## config.mk

```make
export PLATFORM = sky130hd
export DESIGN_NAME = scoreboard_core_flat
export DESIGN_NICKNAME = d
export VERILOG_FILES = /design/src/rtl/scoreboard_core_pkg.sv /design/src/rtl/scoreboard_core_if.sv /design/src/rtl/scoreboard_core_tick_gen.sv /design/src/rtl/scoreboard_core.sv /design/src/flat_wrapper.sv
export SDC_FILE = /design/constraint.sdc
export NUM_CORES = 1
export LEC_CHECK = 0
export BUFFER_PORTS_ARGS = -buffer_cell sky130_fd_sc_hd__buf_4
export CAP_MARGIN = 20
export CORE_UTILIZATION = 58
export CTS_BUF_LIST = sky130_fd_sc_hd__clkbuf_16
export DETAILED_ROUTE_END_ITERATION = 7
export PLACE_DENSITY = 0.78
export SYNTH_ARGS = -nofsm -noshare
export SYNTH_HDL_FRONTEND = slang
export SYNTH_SLANG_ARGS = --single-unit
```

## constraint.sdc

```tcl
create_clock -name CLK -period 3.1 [get_ports CLK]
set_input_delay 0.155 -clock CLK [delete_from_list [all_inputs] [get_ports CLK]]
set_output_delay 0.155 -clock CLK [all_outputs]
set_load 0.005 [all_outputs]
```

## src/rtl/scoreboard_core_pkg.sv

```systemverilog
// Shared widths and helpers for the scoreboard timing/scoring engine.
// Display-facing fields keep fixed widths so the BCD path never has to change.
package scoreboard_core_pkg;

  localparam int MINS_W   = 7;
  localparam int SECS_W   = 6;
  localparam int SHOT_W   = 6;
  localparam int PERIOD_W = 3;

  localparam logic [SECS_W-1:0] SECS_TOP = 6'd59;

  // A zero point value from the front end still scores one point.
  function automatic logic [1:0] pts_decode(input logic [1:0] pts);
    return (pts == 2'd0) ? 2'd1 : pts;
  endfunction

endpackage

```

## src/rtl/scoreboard_core_if.sv

```systemverilog
// Front-end controls in, clock/score/flag state out to the display path.
interface scoreboard_core_if #(
  parameter int NUM_TEAMS = 2,
  parameter int SCORE_W   = 8
);
  import scoreboard_core_pkg::*;

  logic                          run;
  logic                          shot_rst;
  logic                          next_period;
  logic                          game_rst;
  logic [1:0]                    pts;
  logic [NUM_TEAMS-1:0]          score_inc;
  logic [NUM_TEAMS-1:0]          score_dec;
  logic [MINS_W-1:0]             mins;
  logic [SECS_W-1:0]             secs;
  logic [SHOT_W-1:0]             shot;
  logic [PERIOD_W-1:0]           period;
  logic [NUM_TEAMS*SCORE_W-1:0]  scores;
  logic                          period_end;
  logic                          shot_viol;
  logic                          game_over;
  logic                          buzzer;

  modport master (
    output run, shot_rst, next_period, game_rst, pts, score_inc, score_dec,
    input  mins, secs, shot, period, scores, period_end, shot_viol, game_over, buzzer
  );

  modport slave (
    input  run, shot_rst, next_period, game_rst, pts, score_inc, score_dec,
    output mins, secs, shot, period, scores, period_end, shot_viol, game_over, buzzer
  );

endinterface

```

## src/rtl/scoreboard_core_tick_gen.sv

```systemverilog
// One-second prescaler: counts only while enabled, holds a partial second
// when paused, and pulses tick in the cycle the count wraps.
module scoreboard_core_tick_gen #(
  parameter int CLK_HZ = 50_000_000
) (
  input  logic CLK,
  input  logic RST_N,
  input  logic clr,
  input  logic en,
  output logic tick
);

  localparam int              CNT_W    = (CLK_HZ > 1) ? $clog2(CLK_HZ) : 1;
  localparam logic [CNT_W-1:0] CNT_LAST = CNT_W'(CLK_HZ - 1);

  logic [CNT_W-1:0] cnt_q;

  assign tick = en && !clr && (cnt_q == CNT_LAST);

  always_ff @(posedge CLK or negedge RST_N) begin
    if (!RST_N) begin
      cnt_q <= '0;
    end else if (clr) begin
      cnt_q <= '0;
    end else if (en) begin
      cnt_q <= (cnt_q == CNT_LAST) ? '0 : cnt_q + 1'b1;
    end
  end

endmodule

```

## src/rtl/scoreboard_core.sv

```systemverilog
// Game/shot clock countdown, period sequencing, saturating team scores and
// buzzer timing for the FPGA scoreboard.
module scoreboard_core
  import scoreboard_core_pkg::*;
#(
  parameter int CLK_HZ      = 50_000_000,
  parameter int PERIOD_MIN  = 12,
  parameter int SHOT_SEC    = 24,
  parameter int NUM_PERIODS = 4,
  parameter int NUM_TEAMS   = 2,
  parameter int SCORE_W     = 8,
  parameter int SCORE_MAX   = 199,
  parameter int BUZZ_CYC    = 25_000_000
) (
  input logic               CLK,
  input logic               RST_N,
  scoreboard_core_if.slave  bus
);

  localparam logic [MINS_W-1:0]   MINS_RLD  = MINS_W'(PERIOD_MIN);
  localparam logic [SHOT_W-1:0]   SHOT_RLD  = SHOT_W'(SHOT_SEC);
  localparam logic [PERIOD_W-1:0] LAST_PER  = PERIOD_W'(NUM_PERIODS);
  localparam int                  BUZZ_W    = $clog2(BUZZ_CYC + 1);
  localparam logic [BUZZ_W-1:0]   BUZZ_LOAD = BUZZ_W'(BUZZ_CYC);
  localparam logic [SCORE_W+1:0]  SMAX_X    = (SCORE_W + 2)'(SCORE_MAX);

  function automatic logic [SCORE_W-1:0] sat_add(input logic [SCORE_W-1:0] s,
                                                 input logic [1:0] p);
    logic [SCORE_W+1:0] sum;
    sum = {2'b00, s} + {{SCORE_W{1'b0}}, p};
    return (sum > SMAX_X) ? SCORE_W'(SMAX_X) : SCORE_W'(sum);
  endfunction

  function automatic logic [SCORE_W-1:0] sat_sub(input logic [SCORE_W-1:0] s,
                                                 input logic [1:0] p);
    logic [SCORE_W+1:0] diff;
    diff = {2'b00, s} - {{SCORE_W{1'b0}}, p};
    return ({2'b00, s} < {{SCORE_W{1'b0}}, p}) ? '0 : SCORE_W'(diff);
  endfunction

  logic [MINS_W-1:0]   mins_q,   mins_d;
  logic [SECS_W-1:0]   secs_q,   secs_d;
  logic [SHOT_W-1:0]   shot_q,   shot_d;
  logic [PERIOD_W-1:0] period_q, period_d;
  logic                pend_q,   pend_d;
  logic                sviol_q,  sviol_d;
  logic                gover_q,  gover_d;
  logic [BUZZ_W-1:0]   buzz_q,   buzz_d;
  logic                buzzer_q;
  logic                np_p0;
  logic                np_go;
  logic                tick;

  assign np_go = bus.next_period && !np_p0 && pend_q && !gover_q;

  scoreboard_core_tick_gen #(.CLK_HZ(CLK_HZ)) u_tick_gen (
    .CLK   (CLK),
    .RST_N (RST_N),
    .clr   (bus.game_rst || np_go),
    .en    (bus.run && !pend_q && !gover_q),
    .tick  (tick)
  );

  // Clock control, highest priority first: game reset, new period, shot reload, countdown.
  always_comb begin
    mins_d   = mins_q;
    secs_d   = secs_q;
    shot_d   = shot_q;
    period_d = period_q;
    pend_d   = pend_q;
    sviol_d  = sviol_q;
    gover_d  = gover_q;
    if (bus.game_rst) begin
      mins_d   = MINS_RLD;
      secs_d   = '0;
      shot_d   = SHOT_RLD;
      period_d = PERIOD_W'(1);
      pend_d   = 1'b0;
      sviol_d  = 1'b0;
      gover_d  = 1'b0;
    end else if (np_go) begin
      mins_d   = MINS_RLD;
      secs_d   = '0;
      shot_d   = SHOT_RLD;
      period_d = period_q + 1'b1;
      pend_d   = 1'b0;
      sviol_d  = 1'b0;
    end else begin
      if (bus.shot_rst) begin
        shot_d  = SHOT_RLD;
        sviol_d = 1'b0;
      end else if (tick && shot_q != '0 && !sviol_q) begin
        shot_d = shot_q - 1'b1;
        if (shot_q == SHOT_W'(1)) sviol_d = 1'b1;
      end
      if (tick) begin
        if (secs_q == '0 && mins_q != '0) begin
          secs_d = SECS_TOP;
          mins_d = mins_q - 1'b1;
        end else begin
          secs_d = secs_q - 1'b1;
        end
        if (mins_q == '0 && secs_q == SECS_W'(1)) begin
          pend_d = 1'b1;
          if (period_q == LAST_PER) gover_d = 1'b1;
        end
      end
    end

    // Both flags rising together still yields a single reload of the pulse.
    buzz_d = '0;
    if (bus.game_rst)                                   buzz_d = '0;
    else if ((pend_d && !pend_q) || (sviol_d && !sviol_q)) buzz_d = BUZZ_LOAD;
    else if (buzz_q != '0)                              buzz_d = buzz_q - 1'b1;
  end

  always_ff @(posedge CLK or negedge RST_N) begin
    if (!RST_N) begin
      mins_q   <= MINS_RLD;
      secs_q   <= '0;
      shot_q   <= SHOT_RLD;
      period_q <= PERIOD_W'(1);
      pend_q   <= 1'b0;
      sviol_q  <= 1'b0;
      gover_q  <= 1'b0;
      buzz_q   <= '0;
      buzzer_q <= 1'b0;
      np_p0    <= 1'b0;
    end else begin
      mins_q   <= mins_d;
      secs_q   <= secs_d;
      shot_q   <= shot_d;
      period_q <= period_d;
      pend_q   <= pend_d;
      sviol_q  <= sviol_d;
      gover_q  <= gover_d;
      buzz_q   <= buzz_d;
      buzzer_q <= (buzz_d != '0);
      np_p0    <= bus.game_rst ? 1'b0 : bus.next_period;
    end
  end

  assign bus.mins       = mins_q;
  assign bus.secs       = secs_q;
  assign bus.shot       = shot_q;
  assign bus.period     = period_q;
  assign bus.period_end = pend_q;
  assign bus.shot_viol  = sviol_q;
  assign bus.game_over  = gover_q;
  assign bus.buzzer     = buzzer_q;

  // Score path: _p0 delays the raw input, _p1 holds the detected edge and its point value.
  for (genvar t = 0; t < NUM_TEAMS; t++) begin : g_team
    logic               inc_p0, dec_p0;
    logic               inc_p1, dec_p1;
    logic [1:0]         pts_p1;
    logic [SCORE_W-1:0] score_q;

    always_ff @(posedge CLK) begin
      pts_p1 <= pts_decode(bus.pts);
    end

    always_ff @(posedge CLK or negedge RST_N) begin
      if (!RST_N) begin
        inc_p0  <= 1'b0;
        dec_p0  <= 1'b0;
        inc_p1  <= 1'b0;
        dec_p1  <= 1'b0;
        score_q <= '0;
      end else if (bus.game_rst) begin
        inc_p0  <= 1'b0;
        dec_p0  <= 1'b0;
        inc_p1  <= 1'b0;
        dec_p1  <= 1'b0;
        score_q <= '0;
      end else begin
        inc_p0 <= bus.score_inc[t];
        dec_p0 <= bus.score_dec[t];
        inc_p1 <= bus.score_inc[t] && !inc_p0;
        dec_p1 <= bus.score_dec[t] && !dec_p0;
        if (!gover_q) begin
          if (inc_p1 && !dec_p1)      score_q <= sat_add(score_q, pts_p1);
          else if (dec_p1 && !inc_p1) score_q <= sat_sub(score_q, pts_p1);
        end
      end
    end

    assign bus.scores[t*SCORE_W +: SCORE_W] = score_q;
  end

endmodule
```

## src/flat_wrapper.sv

```systemverilog
// flat-port wrapper written by rule: the top's interface ports become plain ports
module scoreboard_core_flat import scoreboard_core_pkg::*;
#(
  parameter int CLK_HZ      = 50_000_000,
  parameter int PERIOD_MIN  = 12,
  parameter int SHOT_SEC    = 24,
  parameter int NUM_PERIODS = 4,
  parameter int NUM_TEAMS   = 2,
  parameter int SCORE_W     = 8,
  parameter int SCORE_MAX   = 199,
  parameter int BUZZ_CYC    = 25_000_000
)
  (CLK, RST_N, bus_run, bus_shot_rst, bus_next_period, bus_game_rst, bus_pts, bus_score_inc, bus_score_dec, bus_mins, bus_secs, bus_shot, bus_period, bus_scores, bus_period_end, bus_shot_viol, bus_game_over, bus_buzzer);
  scoreboard_core_if #(.NUM_TEAMS(NUM_TEAMS), .SCORE_W(SCORE_W)) bus_i ();
  input logic CLK;
  input logic RST_N;
  input wire logic [$bits(bus_i.run)-1:0] bus_run;
  input wire logic [$bits(bus_i.shot_rst)-1:0] bus_shot_rst;
  input wire logic [$bits(bus_i.next_period)-1:0] bus_next_period;
  input wire logic [$bits(bus_i.game_rst)-1:0] bus_game_rst;
  input wire logic [$bits(bus_i.pts)-1:0] bus_pts;
  input wire logic [$bits(bus_i.score_inc)-1:0] bus_score_inc;
  input wire logic [$bits(bus_i.score_dec)-1:0] bus_score_dec;
  output wire logic [$bits(bus_i.mins)-1:0] bus_mins;
  output wire logic [$bits(bus_i.secs)-1:0] bus_secs;
  output wire logic [$bits(bus_i.shot)-1:0] bus_shot;
  output wire logic [$bits(bus_i.period)-1:0] bus_period;
  output wire logic [$bits(bus_i.scores)-1:0] bus_scores;
  output wire logic [$bits(bus_i.period_end)-1:0] bus_period_end;
  output wire logic [$bits(bus_i.shot_viol)-1:0] bus_shot_viol;
  output wire logic [$bits(bus_i.game_over)-1:0] bus_game_over;
  output wire logic [$bits(bus_i.buzzer)-1:0] bus_buzzer;
  assign bus_i.run = bus_run;
  assign bus_i.shot_rst = bus_shot_rst;
  assign bus_i.next_period = bus_next_period;
  assign bus_i.game_rst = bus_game_rst;
  assign bus_i.pts = bus_pts;
  assign bus_i.score_inc = bus_score_inc;
  assign bus_i.score_dec = bus_score_dec;
  assign bus_mins = bus_i.mins;
  assign bus_secs = bus_i.secs;
  assign bus_shot = bus_i.shot;
  assign bus_period = bus_i.period;
  assign bus_scores = bus_i.scores;
  assign bus_period_end = bus_i.period_end;
  assign bus_shot_viol = bus_i.shot_viol;
  assign bus_game_over = bus_i.game_over;
  assign bus_buzzer = bus_i.buzzer;
  scoreboard_core #(.CLK_HZ(CLK_HZ), .PERIOD_MIN(PERIOD_MIN), .SHOT_SEC(SHOT_SEC), .NUM_PERIODS(NUM_PERIODS), .NUM_TEAMS(NUM_TEAMS), .SCORE_W(SCORE_W), .SCORE_MAX(SCORE_MAX), .BUZZ_CYC(BUZZ_CYC)) u_core (.CLK(CLK), .RST_N(RST_N), .bus(bus_i));
endmodule
```

==> summary.md <==
- count of cells resized by post-cts repair: 0
- die width: 108 um
- largest net degree at the start of global routing: 79
- data arrival at the endpoint of the critical path: 2910 ps
- Clk pin slew, worst setup/hold paths: 70 ps
- routed wire length per instance: 16.9 um
- fraction of final layout cells with drive strength greater than 1: 13.1%
- total via count after detailed routing: 5,903
- global-route usage over all layers: 28.6%
- R2R setup slack: 400 ps
- Crit path largest cell delay: 530 ps
- Max FO, Critical Path: 5
- number of sinks driven by the clock tree: 104
- Num CTS Buffers: 9
- leading register cell type out of synthesis: sky130_fd_sc_hd__dfrtp_1
- slowest cell on the critical path: sky130_fd_sc_hd__a2111oi_0
- antenna violations before repair: 0
- Highest Clock Rate: 370 MHz
- proportion of synthesized flip-flops having asynchronous set or reset: 98.1%
- Worst Min Path Start: bus_next_period
- std cell rows: 38
- cell area reported after detailed placement: 7090 sq um
- run status: complete, no violations
- top-level I/O count: 54
- leakage power summed over all cells: 3.19 nW
- depth of the most critical reg-to-reg path: 8
- Post CTS Setup Buffer Count: 0
- routed wire length: 15.7 mm
- die span in y: 108 um
- count of TritonRoute iterations in the first routing pass: 7
- Worst Setup End Kind: register
- weighted congestion at the end of routability-driven global placement: 0.916
- DR iter-0 viols: 449
- global-route met3 utilization: 4.16%
- startpoint-to-endpoint class of the critical path: register to register
- Avg Cell Area, Syn: 8.89 sq um
- number of levels in the clock H-tree: 3
- Power Density: 610 nW/um^2
- Finished Core Util: 68.2%
- number of enable flip-flop cells after synthesis: 0
- layer with the highest usage after global routing: met2
- Worst Max-Slew Pin Slew: 646 ps
- synth unique cells: 72
- netlist area before placement: 6520 sq um
- count of yosys warnings during synthesis: 0
- register area share after synthesis: 39.9%
- finished layout cell area: 7420 sq um
- worst-case headroom to the max-slew limit: 56.5%
- final HPWL from detailed placement: 11.0 mm
- clock tree buffer depth: 2
- destination of the worst hold path: u_core.np_p0$_DFF_PN0_
- maximum ir drop on the vdd rail: 0.483 mV
- Global Route met2 Usage: 45.3%
- hold-critical path depth: 2
- final worst path period need: 2700 ps
- TritonCTS clock tree: built
- critical register-to-register path startpoint: u_core.g_team[1].pts_p1[1]$_SDFF_PN0_
- Critical Path, Cell by Cell: inv_1 > ha_1 > nor2b_1 > o21a_1 > mux2i_1 > a211oi_1 > a2111oi_0 > o32ai_1
- flops & latches, synth: 104
- clock root cell: sky130_fd_sc_hd__clkbuf_16
- largest area contributor in the synthesized netlist: sky130_fd_sc_hd__dfrtp_1
- net count after synthesis: 769
- worst clock skew: 4.80 ps
- max-cap violations: 0
- diodes inserted: 0
- Core Area: 10,900 sq um
- Synth-to-Final Area Change: 13.9%
- startpoint kind of the worst setup timing path: register
- final clock period utilization by the worst path: 87.1%
- die footprint: 11,700 sq um
- global-route congestion overflow total: 0
- cell type group with the largest total delay on the critical path: compound AO/OA/AOI/OAI gates
- unrepaired setup endpoints after global routing: no
- Total Negative Setup Slacks: 0 ps
- gate count of the mapped netlist: 733
- via density per instance: 6.35
- RR Endpoint: u_core.g_team[0].score_q[2]$_DFFE_PN0P_
- count of buffer and inverter cells on the critical path: 1
- post-detailed-route count of antenna-violating nets: 0
- top area cells in the synthesized netlist: sky130_fd_sc_hd__dfrtp_1 (37%), sky130_fd_sc_hd__o21ai_0 (4.0%), sky130_fd_sc_hd__nor2_1 (4.0%)
- number of setup violations in the final report: 0
- routing usage on met1: 38.6%
- WP data required: 3310 ps
- hold_buf cts: 2
- Final Max Tran Viols: 0
- HP Class: primary input to register
- share of Yosys cell area claimed by the top area cell type: 37.2%
- wire length of the first global-routing pass: 26.5 mm
- number of global-route vias before repair: 5,608
- Initial Util: 59.9%
- Final Hold Viols: 0
- Clock Latency Late Sink: 340 ps
- Total Nets Final: 820
- # DRC: 0
- count of buffers from port buffering: 53
==> flip-flops by register name, summed over array words and instances, names as in the netlist, 2 cells and up <==
register,flops
u_core.u_tick_gen.cnt_q,26
u_core.buzz_q,25
u_core.g_team.score_q,16
u_core.bus.mins,7
u_core.bus.secs,6
u_core.bus.shot,6
u_core.bus.period,3
u_core.g_team.dec_p0,2
u_core.g_team.dec_p1,2
u_core.g_team.inc_p0,2
u_core.g_team.inc_p1,2
u_core.g_team.pts_p1,2
==> stage by stage <==
stage / power, mW / hold slack [ps] / setup WS (ps) / cells
finish: 4.53 / 42.1 / 399 / 929
global placement: 3.35 / 274 / 687 / 909
detailed placement: 3.41 / 274 / 535 / 909
CTS: 4.52 / 20.8 / 493 / 927
global route: 4.83 / 37.9 / 279 / 929
floorplan: 2.98 / -141 / 543 / 733
==> layout make-up <==
cell class              count  area [sq um]
fillers                   873          3460
well taps                 140           175
multi-input cells         561          3660
clock inverters             7          52.6
inverters                  34           128
repair buffers             74           583
flip-flops and latches    104          2600
clock buffers               9           225
==> layer usage <==
metal / vias to the layer above / wire length [um]
met1: 2864 / 7100
met4: 0 / 367
met5: - / 0
li1: 2808 / -
met2: 201 / 7500
met3: 30 / 767
==> power by group <==
part           internal, mW  total, mW  switching (mW)  leakage (nW)
combinational         0.714       1.66           0.947          1.64
clock                 0.610       1.09           0.481         0.157
sequential             1.52       1.77           0.259          1.39
total                  2.84       4.53            1.69          3.19
==> cells by family after synthesis <==
logic type	synth area share, %
buffers and inverters	4.15
adder cells (fa/ha/maj)	5.07
XOR/XNOR	4.84
flip-flops	39.9
AO/OA/AOI/OAI	19.5
AND/OR/NAND/NOR	26.3
multiplexers	0.307
==> worst max-delay path by stage <==
stage,from,to,slack (ps),depth (start not counted)
CTS,u_core.g_team[1].pts_p1[1]$_SDFF_PN0_,u_core.g_team[0].score_q[3]$_DFFE_PN0P_,490,9
global placement,u_core.buzz_q[4]$_DFF_PN0_,u_core.bus.buzzer$_DFF_PN0_,690,6
finish,u_core.g_team[1].pts_p1[1]$_SDFF_PN0_,u_core.g_team[0].score_q[2]$_DFFE_PN0P_,400,8
detailed placement,u_core.g_team[1].pts_p1[1]$_SDFF_PN0_,u_core.g_team[0].score_q[3]$_DFFE_PN0P_,530,9
global route,u_core.g_team[1].pts_p1[1]$_SDFF_PN0_,u_core.g_team[0].score_q[5]$_DFFE_PN0P_,280,9
floorplan,u_core.g_team[1].pts_p1[1]$_SDFF_PN0_,u_core.g_team[0].score_q[5]$_DFFE_PN0P_,540,8
==> synth_stat cells (11+ instances only) <==
cell / number
sky130_fd_sc_hd__dfrtp_1: 97
sky130_fd_sc_hd__nor2_1: 69
sky130_fd_sc_hd__a21oi_1: 28
sky130_fd_sc_hd__and4_1: 11
sky130_fd_sc_hd__nor2b_1: 20
sky130_fd_sc_hd__inv_1: 34
sky130_fd_sc_hd__ha_1: 20
sky130_fd_sc_hd__nand3_1: 24
sky130_fd_sc_hd__nand4_1: 11
sky130_fd_sc_hd__o21ai_0: 52
sky130_fd_sc_hd__nand2_1: 53
sky130_fd_sc_hd__nand2b_1: 13
sky130_fd_sc_hd__xnor2_1: 21
sky130_fd_sc_hd__or3_1: 11
sky130_fd_sc_hd__xor2_1: 15
sky130_fd_sc_hd__nor3_1: 29
sky130_fd_sc_hd__o31ai_1: 17
sky130_fd_sc_hd__clkbuf_1: 27
sky130_fd_sc_hd__nor4_1: 18
==> cells in the final DEF, fill, tap and decap left out, types with 4 or more instances in the layout <==
cell	instances
sky130_fd_sc_hd__nand4_1	11
sky130_fd_sc_hd__a21oi_1	28
sky130_fd_sc_hd__or2_2	5
sky130_fd_sc_hd__and2_1	8
sky130_fd_sc_hd__or3_1	11
sky130_fd_sc_hd__o41ai_1	4
sky130_fd_sc_hd__nor2_1	69
sky130_fd_sc_hd__nor3_1	29
sky130_fd_sc_hd__and3_1	10
sky130_fd_sc_hd__and4_1	11
sky130_fd_sc_hd__o211ai_1	6
sky130_fd_sc_hd__clkbuf_16	9
sky130_fd_sc_hd__dfstp_2	5
sky130_fd_sc_hd__a31oi_1	7
sky130_fd_sc_hd__a32o_1	4
sky130_fd_sc_hd__o31a_1	6
sky130_fd_sc_hd__nor3b_1	6
sky130_fd_sc_hd__a211oi_1	8
sky130_fd_sc_hd__fa_1	4
sky130_fd_sc_hd__nand2_1	53
sky130_fd_sc_hd__ha_1	20
sky130_fd_sc_hd__o21ai_0	52
sky130_fd_sc_hd__o21ai_1	6
sky130_fd_sc_hd__nand2b_1	13
sky130_fd_sc_hd__inv_1	40
sky130_fd_sc_hd__nor2b_1	20
sky130_fd_sc_hd__buf_4	70
sky130_fd_sc_hd__xor2_1	15
sky130_fd_sc_hd__xnor2_1	21
sky130_fd_sc_hd__a311oi_1	5
sky130_fd_sc_hd__dfrtp_1	97
sky130_fd_sc_hd__nor4_1	18
sky130_fd_sc_hd__o21a_1	6
sky130_fd_sc_hd__o221ai_1	6
sky130_fd_sc_hd__o31ai_1	17
sky130_fd_sc_hd__nand3_1	24
Note: power is estimated with default switching activity, not from simulation.
